[src/rtl/core_ctrl_if.sv]
// Signal bundle between the core controller and its datapath (PC, register file, ALU, imem).
// The master side is the controller; the slave side is the datapath/environment.
interface core_ctrl_if;
   logic        start;
   logic        pause;
   logic [7:0]  instruction;
   logic [7:0]  alu_out;

   logic [7:0]  ir;
   logic        pc_en;
   logic        branch_taken;
   logic [3:0]  branch_target;
   logic [1:0]  rf_ra1;
   logic [1:0]  rf_ra2;
   logic        rf_we;
   logic [1:0]  rf_wa;
   logic [7:0]  rf_wd;
   logic        zero_flag;
   logic        busy;
   logic        halted;
   logic [2:0]  state;
   logic [7:0]  instr_count;
   logic [15:0] cycle_count;

   modport master (
      input  start, pause, instruction, alu_out,
      output ir, pc_en, branch_taken, branch_target, rf_ra1, rf_ra2,
             rf_we, rf_wa, rf_wd, zero_flag, busy, halted, state,
             instr_count, cycle_count
   );

   modport slave (
      output start, pause, instruction, alu_out,
      input  ir, pc_en, branch_taken, branch_target, rf_ra1, rf_ra2,
             rf_we, rf_wa, rf_wd, zero_flag, busy, halted, state,
             instr_count, cycle_count
   );
endinterface

[src/rtl/core_ctrl.sv]
// Multi-cycle control FSM for a tiny 8-bit core: fetch, decode, execute, write-back,
// with JMP/BRZ/HALT resolved in decode, a pause freeze and saturating perf counters.
module core_ctrl (
   input  logic        clk,
   input  logic        rst_n,
   core_ctrl_if.master bus
);

   typedef enum logic [2:0] {
      S_IDLE   = 3'd0,
      S_FETCH  = 3'd1,
      S_DECODE = 3'd2,
      S_EXEC   = 3'd3,
      S_WB     = 3'd4,
      S_HALTED = 3'd5,
      S_RSV6   = 3'd6,
      S_RSV7   = 3'd7
   } state_t;

   localparam logic [3:0] OP_JMP  = 4'hD;
   localparam logic [3:0] OP_BRZ  = 4'hE;
   localparam logic [3:0] OP_HALT = 4'hF;

   state_t      r_state;
   state_t      w_next_state;
   logic [7:0]  r_ir;
   logic [7:0]  r_result;
   logic        r_zero_flag;
   logic [7:0]  r_instr_count;
   logic [15:0] r_cycle_count;

   logic [3:0]  w_opcode;
   logic        w_busy;
   logic        w_pc_en;
   logic        w_branch_taken;
   logic        w_rf_we;
   logic        w_retire;

   assign w_opcode = r_ir[7:4];
   assign w_busy   = (r_state == S_FETCH) || (r_state == S_DECODE) ||
                     (r_state == S_EXEC)  || (r_state == S_WB);

   always_ff @(posedge clk or negedge rst_n) begin
      // NOTE: sequential state uses non-blocking assignments so all flops update together.
      if (!rst_n) r_state <= S_IDLE;
      else        r_state <= w_next_state;
   end

   // Strobes are pure decodes of state/ir gated by pause, so a frozen cycle never fires them.
   always_comb begin
      // NOTE: every output gets a default first, so no path can infer a latch.
      w_next_state   = r_state;
      w_pc_en        = 1'b0;
      w_branch_taken = 1'b0;
      w_rf_we        = 1'b0;
      w_retire       = 1'b0;
      case (r_state)
         S_IDLE: begin
            if (!bus.pause && bus.start) w_next_state = S_FETCH;
         end
         S_FETCH: begin
            if (!bus.pause) w_next_state = S_DECODE;
         end
         S_DECODE: begin
            if (!bus.pause) begin
               case (w_opcode)
                  OP_HALT: begin
                     w_retire     = 1'b1;
                     w_next_state = S_HALTED;
                  end
                  OP_JMP: begin
                     w_pc_en        = 1'b1;
                     w_branch_taken = 1'b1;
                     w_retire       = 1'b1;
                     w_next_state   = S_FETCH;
                  end
                  OP_BRZ: begin
                     w_pc_en        = 1'b1;
                     w_branch_taken = r_zero_flag;
                     w_retire       = 1'b1;
                     w_next_state   = S_FETCH;
                  end
                  default: w_next_state = S_EXEC;
               endcase
            end
         end
         S_EXEC: begin
            if (!bus.pause) w_next_state = S_WB;
         end
         S_WB: begin
            if (!bus.pause) begin
               w_rf_we      = 1'b1;
               w_pc_en      = 1'b1;
               w_retire     = 1'b1;
               w_next_state = S_FETCH;
            end
         end
         S_HALTED: w_next_state = S_HALTED;
         default:  w_next_state = S_IDLE;
      endcase
   end

   always_ff @(posedge clk or negedge rst_n) begin
      if (!rst_n) begin
         r_ir          <= 8'h00;
         r_result      <= 8'h00;
         r_zero_flag   <= 1'b0;
         r_instr_count <= 8'h00;
         r_cycle_count <= 16'h0000;
      end else begin
         if (r_state == S_FETCH && !bus.pause) r_ir <= bus.instruction;
         if (r_state == S_EXEC && !bus.pause) begin
            r_result    <= bus.alu_out;
            r_zero_flag <= (bus.alu_out == 8'h00);
         end
         if (w_retire && r_instr_count != 8'hFF) r_instr_count <= r_instr_count + 8'd1;
         // Busy cycles count through pause as well; both counters stick at all-ones.
         if (w_busy && r_cycle_count != 16'hFFFF) r_cycle_count <= r_cycle_count + 16'd1;
      end
   end

   assign bus.ir            = r_ir;
   assign bus.pc_en         = w_pc_en;
   assign bus.branch_taken  = w_branch_taken;
   assign bus.branch_target = r_ir[3:0];
   assign bus.rf_ra1        = r_ir[1:0];
   assign bus.rf_ra2        = r_ir[3:2];
   assign bus.rf_we         = w_rf_we;
   assign bus.rf_wa         = r_ir[3:2];
   assign bus.rf_wd         = r_result;
   assign bus.zero_flag     = r_zero_flag;
   assign bus.busy          = w_busy;
   assign bus.halted        = (r_state == S_HALTED);
   assign bus.state         = r_state;
   assign bus.instr_count   = r_instr_count;
   assign bus.cycle_count   = r_cycle_count;

endmodule

[src/flat_wrapper.sv]
// flat-port wrapper written by rule: the top's interface ports become plain ports
module core_ctrl_flat 
  (clk, rst_n, bus_start, bus_pause, bus_instruction, bus_alu_out, bus_ir, bus_pc_en, bus_branch_taken, bus_branch_target, bus_rf_ra1, bus_rf_ra2, bus_rf_we, bus_rf_wa, bus_rf_wd, bus_zero_flag, bus_busy, bus_halted, bus_state, bus_instr_count, bus_cycle_count);
  core_ctrl_if bus_i ();
  input  logic clk;
  input  logic rst_n;
  input wire logic [$bits(bus_i.start)-1:0] bus_start;
  input wire logic [$bits(bus_i.pause)-1:0] bus_pause;
  input wire logic [$bits(bus_i.instruction)-1:0] bus_instruction;
  input wire logic [$bits(bus_i.alu_out)-1:0] bus_alu_out;
  output wire logic [$bits(bus_i.ir)-1:0] bus_ir;
  output wire logic [$bits(bus_i.pc_en)-1:0] bus_pc_en;
  output wire logic [$bits(bus_i.branch_taken)-1:0] bus_branch_taken;
  output wire logic [$bits(bus_i.branch_target)-1:0] bus_branch_target;
  output wire logic [$bits(bus_i.rf_ra1)-1:0] bus_rf_ra1;
  output wire logic [$bits(bus_i.rf_ra2)-1:0] bus_rf_ra2;
  output wire logic [$bits(bus_i.rf_we)-1:0] bus_rf_we;
  output wire logic [$bits(bus_i.rf_wa)-1:0] bus_rf_wa;
  output wire logic [$bits(bus_i.rf_wd)-1:0] bus_rf_wd;
  output wire logic [$bits(bus_i.zero_flag)-1:0] bus_zero_flag;
  output wire logic [$bits(bus_i.busy)-1:0] bus_busy;
  output wire logic [$bits(bus_i.halted)-1:0] bus_halted;
  output wire logic [$bits(bus_i.state)-1:0] bus_state;
  output wire logic [$bits(bus_i.instr_count)-1:0] bus_instr_count;
  output wire logic [$bits(bus_i.cycle_count)-1:0] bus_cycle_count;
  assign bus_i.start = bus_start;
  assign bus_i.pause = bus_pause;
  assign bus_i.instruction = bus_instruction;
  assign bus_i.alu_out = bus_alu_out;
  assign bus_ir = bus_i.ir;
  assign bus_pc_en = bus_i.pc_en;
  assign bus_branch_taken = bus_i.branch_taken;
  assign bus_branch_target = bus_i.branch_target;
  assign bus_rf_ra1 = bus_i.rf_ra1;
  assign bus_rf_ra2 = bus_i.rf_ra2;
  assign bus_rf_we = bus_i.rf_we;
  assign bus_rf_wa = bus_i.rf_wa;
  assign bus_rf_wd = bus_i.rf_wd;
  assign bus_zero_flag = bus_i.zero_flag;
  assign bus_busy = bus_i.busy;
  assign bus_halted = bus_i.halted;
  assign bus_state = bus_i.state;
  assign bus_instr_count = bus_i.instr_count;
  assign bus_cycle_count = bus_i.cycle_count;
  core_ctrl u_core (.clk(clk), .rst_n(rst_n), .bus(bus_i));
endmodule
[config.mk]
export PLATFORM = sky130hd
export DESIGN_NAME = core_ctrl_flat
export DESIGN_NICKNAME = d
export VERILOG_FILES = /design/src/rtl/core_ctrl_if.sv /design/src/rtl/core_ctrl.sv /design/src/flat_wrapper.sv
export SDC_FILE = /design/constraint.sdc
export NUM_CORES = 1
export LEC_CHECK = 0
export CAP_MARGIN = 10
export CORE_MARGIN = 1.5
export CORE_UTILIZATION = 35
export DETAILED_ROUTE_END_ITERATION = 10
export HOLD_SLACK_MARGIN = 0.06
export PLACE_DENSITY = 0.66
export SYNTH_ARGS = -nofsm -noshare
export SYNTH_HDL_FRONTEND = slang
export SYNTH_SLANG_ARGS = --single-unit
[constraint.sdc]
create_clock -name clk -period 5 [get_ports clk]
set_input_delay 0.75 -clock clk [delete_from_list [all_inputs] [get_ports clk]]
set_output_delay 0.75 -clock clk [all_outputs]
set_load 0.02 [all_outputs]
==> results.ini, run 1 <==
[global_route]
grt_max_degree = 45
first_global_vias = 1494
antenna_found_initial = 0
grtUsageTotal_pct = 14.1
grt_overflow = 0
grt_pass1_wl_mm = 7.03

[outcome]
status = completed

[clock_tree]
clock_path_buffers = 2
cts_setup_buffers = 0
cts_tree = built
cts_buffers = 5
clk_pin_slew_worst_paths_ns = 0.08
root_buffer = clkbuf_8
insertion_delay_ns = 0.29
cts_resized = 0
hold_buffers = 0
clock-sinks = 44
htree_levels = 2

[setup_path]
max_stage_delay_ns = 0.61
worstPathArrival_ns = 2.72
crit_slowest_cell = clkdlybuf4s50_1
crit_buf_inv = 2
crit_fanout = 8
start_kind = primary input
cp_cell_sequence = clkdlybuf4s50_1 > nor4b_2 > nand3_1 > o21bai_1 > clkdlybuf4s50_1
end_kind = output port
cpMostUsedCell = clkdlybuf4s50_1
cpLargestDelayFamily = buffers and inverters
crit_type = in2out
cp.required_ns = 4.25

[routing]
wl_mm = 4.44
via_count = 1649
vias_per_cell = 5.01
dr.pass1.iters = 6
detail_route.wl_per_cell_microns = 13.5
ant_nets = 0
drc_errors = 0
drt-initial-drc-count = 84

[floorplan]
core.rowCount = 28
io_pins = 79
start_util_pct = 36.1
dieArea_sq_um = 6580
die_w_microns = 81.1
design.core.area_sq_um = 5920
die_h_microns = 81.1

[timing]
hold_ws_ns = 0.510
fmax_ghz = 0.288
timing.slew.headroom_pct = 35.0
fin_crit_sh_pct = 69.4
tightest_slew_ns = 0.975
finalCriticalPeriod_ns = 3.47
drv_slew = 0
setup_tns_ns = 0
rsz0062_at_grt = no
setup_viol = 0
hold_violations = 0
skew_ns = 0.00627

[placement]
port-buffer-count = 78
place_hpwl_mm = 3.23
placed_cells = 321
placed_area_sq_um = 2890
routabilityCongestion = 0.800

[final_layout]
instances_no_fill = 329
syn_to_final_growth_pct = 40.5
drive_gt1_share_pct = 13.4
layout.nets = 275
n_antenna_cell = 0
stdcell_area_sq_um = 3000

[synthesis]
yosys-top-cells-area = dfrtp_1 (52%), mux2_2 (10%), xnor2_1 (5.3%)
syn-num-nets = 206
synth.cell_area_sq_um = 2130
netlist.area_leader.share_pct = 51.6
synth_area_leader_cell = dfrtp_1
syn_inst = 184
synth_flop_cell = dfrtp_1
ys_seq_area_share_pct = 51.6
synth_commonest_cells = dfrtp_1 (44), mux2_2 (19), xnor2_1 (13)
synth_warnings = 0
synth.distinct_cells = 36
ys_ff_latch = 44
synth_edf_count = 0
avgSynthCellArea_sq_um = 11.6
synth_most_common_cell = dfrtp_1
async_flop_share_pct = 100

[power_and_ir_drop]
ir_drop_mv = 0.341
powerDensity_nw_per_um2 = 591
p_leak_uw = 0.00122
total_power_uw = 1770

[hold_path]
hold_class = reg2reg

[flow_run]
cap_violations = 0

==> metal layers <==
layer | GRT usage, % | up-vias | routed length [microns]
met5 | 0 | - | 0
met4 | 7.59 | 0 | 118
met3 | 2.92 | 9 | 201
met2 | 22.9 | 43 | 2110
met1 | 17.7 | 815 | 2010
li1 | - | 782 | -
==> cell families after synthesis <==
group | count (synthesis) | share of synthesized area [%]
and+or+nand+nor | 57 | 15.7
DFF | 44 | 51.6
AOI/OAI and AO/OA | 21 | 6.86
buffers and inverters | 21 | 6.15
muxes | 20 | 10.7
xor gates and xnor gates | 19 | 7.80
adders and majority gates | 2 | 1.17
==> worst paths after layout <==
kind                                                 startpoint                                     to  slack (ns)  cells after the start
worst max-delay path                                  bus_pause                              bus_pc_en        1.53                      5
worst min-delay path            u_core.bus.rf_wd[2]$_DFFE_PN0P_        u_core.bus.rf_wd[2]$_DFFE_PN0P_        0.51                      1
worst max register to register  u_core.bus.state[1]$_DFFE_PN0P_  u_core.bus.cycle_count[3]$_DFFE_PN0P_        2.96                      5
worst min register to register  u_core.bus.rf_wd[2]$_DFFE_PN0P_        u_core.bus.rf_wd[2]$_DFFE_PN0P_        0.51                      1
max in group asynchronous                                 rst_n        u_core.bus.state[2]$_DFFE_PN0P_        3.78                      1
min in group asynchronous                                 rst_n        u_core.bus.rf_wd[1]$_DFFE_PN0P_        0.61                      1
==> area by class of cell <==
type	instances	area [sq um]
Fill cell	539	2920
Sequential cell	44	1100
Multi-Input combinational cell	119	902
Timing Repair Buffer	78	776
Tap cell	75	93.8
Clock buffer	6	72.6
Clock inverter	2	35.0
Inverter	5	18.8
==> state kept, by name, indices dropped and copies added, names as in the netlist <==
register / count
u_core.bus.instr_count: 8
u_core.bus.cycle_count: 16
u_core.bus.zero_flag: 1
u_core.bus.ir: 8
u_core.bus.rf_wd: 8
u_core.bus.state: 3
==> worst register-to-register path, cell delays in order (launching register included) <==
cell and delay, ns:
dfrtp_1 0.61, nor2_1 0.11, xnor2_1 0.33, o41a_1 0.49, and4_4 0.28, xor2_1 0.14
==> metrics by stage <==
step,util (%),worst slack (ns)
final,50.7,1.53
after global routing,50.7,1.41
after CTS,50.7,1.54
after detailed placement,48.8,1.54
after global placement,48.8,1.60
after floorplan,-,2.39
==> power breakdown <==
| group | total, uW | leakage (uW) | internal (uW) | switching (uW) |
|---|---|---|---|---|
| registers | 624 | 0.000560 | 474 | 150 |
| clock network | 263 | 0.0000552 | 148 | 115 |
| logic | 884 | 0.000605 | 468 | 416 |
==> cells in the final DEF, fill, tap and decap left out, types with 2 or more instances in the layout <==
| cell type | synthesis | routed |
|---|---|---|
| a21oi_1 | 7 | 7 |
| a31oi_1 | 3 | 3 |
| and3_1 | 5 | 5 |
| clkbuf_8 | 0 | 5 |
| clkdlybuf4s50_1 | 0 | 77 |
| dfrtp_1 | 44 | 44 |
| ha_1 | 2 | 2 |
| inv_1 | 5 | 5 |
| mux2_2 | 19 | 19 |
| nand2_1 | 9 | 9 |
| nand3_1 | 9 | 9 |
| nand4_1 | 8 | 8 |
| nor2_1 | 10 | 10 |
| nor3_1 | 5 | 5 |
| nor4_1 | 3 | 3 |
| nor4b_2 | 2 | 2 |
| o21ai_0 | 2 | 2 |
| o21bai_1 | 2 | 2 |
| xnor2_1 | 13 | 13 |
| xor2_1 | 6 | 6 |
Power figures use the tool's default switching activity.
==> run 2, diff against run 1 <==
clock period = 3.4 ns   (was 5 ns; I/O delays follow)
==> results.ini, run 2 (synthesized netlist as in run 1, its figures left out) <==
[placement]
routabilityCongestion = 0.804
port-buffer-count = 78
place_hpwl_mm = 3.33
place_ws_ns = 0.406

[clock_tree]
clock_path_buffers = 2
hold_buffers = 0
cts_buffers = 5
cts_resized = 0
clock-sinks = 44
clk_pin_slew_worst_paths_ns = 0.08
htree_levels = 2
cts_tree = built
cts_setup_buffers = 0
root_buffer = clkbuf_8
insertion_delay_ns = 0.29

[routing]
ant_nets = 0
vias_per_cell = 4.99
wl_mm = 4.55
detail_route.wl_per_cell_microns = 13.8
via_count = 1642
dr.pass1.iters = 4
drt-initial-drc-count = 73
drc_errors = 0

[final_layout]
layout.nets = 275
most-common-layout-cells = clkdlybuf4s50_1 (77), dfrtp_1 (44), mux2_2 (19), xnor2_1 (13), nor2_1 (10)
final_common_cell = clkdlybuf4s50_1
syn_to_final_growth_pct = 39.8
drive_gt1_share_pct = 13.8
postLayoutCoreUtil_pct = 50.4
largest_reg_flops = 16
n_antenna_cell = 0
n_fill_cell = 548

[power_and_ir_drop]
powerDensity_nw_per_um2 = 856
total_power_uw = 2560
ir_drop_mv = 0.410
p_leak_uw = 0.00122

[timing]
setup_tns_ns = 0
tightest_slew_ns = 0.968
fmax_ghz = 0.332
rsz0062_at_grt = no
hold_violations = 0
fin_ws_ns = 0.390
drv_slew = 0
hold_ws_ns = 0.374
fin_crit_sh_pct = 88.5
timing.slew.headroom_pct = 35.5
finalCriticalPeriod_ns = 3.01
skew_ns = 0.00674
setup_viol = 0

[floorplan]
start_util_pct = 36.1
core.rowCount = 28
dieArea_sq_um = 6580
design.core.area_sq_um = 5920
die_w_microns = 81.1
die_h_microns = 81.1
io_pins = 79

[setup_path]
cp.required_ns = 2.89
worstPathArrival_ns = 2.50
crit_type = in2out
crit_fanout = 8
start_kind = primary input
end_kind = output port

[hold_path]
hold_class = in2async

[outcome]
status = completed

[global_route]
grt_overflow = 0
antenna_found_initial = 0
grt_max_degree = 45
first_global_vias = 1543
grtUsageTotal_pct = 14.9
grt_pass1_wl_mm = 7.47

[flow_run]
cap_violations = 0

==> run 2: cell count changes in the layout (fill, tap and decap cells not counted) <==
cell / before / now
bufinv_16: 1 / 0
clkbuf_1: 1 / 0
clkbuf_8: 5 / 6
clkinv_2: 1 / 2
==> run 2: layout make-up <==
type / instances / area, sq um / share of cell area (%)
Sequential cell: 44 / 1100 / 36.9
Clock inverter: 2 / 10.0 / 0.335
Tap cell: 75 / 93.8 / 3.14
Clock buffer: 6 / 82.6 / 2.77
Inverter: 5 / 18.8 / 0.629
Timing Repair Buffer: 78 / 776 / 26.0
Multi-Input combinational cell: 119 / 902 / 30.2
==> run 2: power breakdown <==
part | switching, uW | internal [uW]
sequential | 223 | 697
clock | 168 | 162
combinational | 616 | 689
==> run 2: metal layers <==
metal	vias to the layer above	global-route usage (%)	routed length, microns
met5	-	0	0
li1	786	-	-
met4	0	6.38	99
met1	806	19.0	2050
met2	41	24.1	2180
met3	9	3.37	216
==> run 2: path summary, 6_finish.rpt <==
path,slack (ns),end,start,cells after the start
setup reg to reg,1.33,u_core.bus.cycle_count[3]$_DFFE_PN0P_,u_core.bus.state[1]$_DFFE_PN0P_,5
setup / recovery,0.39,bus_pc_en,bus_pause,5
hold / removal,0.37,u_core.bus.rf_wd[1]$_DFFE_PN0P_,rst_n,1
min in group clk,0.51,u_core.bus.instr_count[5]$_DFFE_PN0P_,u_core.bus.instr_count[5]$_DFFE_PN0P_,1
max in group asynchronous,2.43,u_core.bus.cycle_count[6]$_DFFE_PN0P_,rst_n,1
hold reg to reg,0.51,u_core.bus.instr_count[5]$_DFFE_PN0P_,u_core.bus.instr_count[5]$_DFFE_PN0P_,1
==> run 2: metrics by stage <==
step / cells / cell area, sq um
2_1_floorplan: 184 / 2130
3_3_place_gp: 321 / 2890
3_5_place_dp: 321 / 2890
4_1_cts: 329 / 2980
5_1_grt: 329 / 2980
6_report: 329 / 2980
==> run 2: critical path, cell delays in order <==
cell and delay (ns):
clkdlybuf4s50_1 0.58, nor4b_2 0.46, nand3_1 0.17, o21bai_1 0.16, clkdlybuf4s50_1 0.62
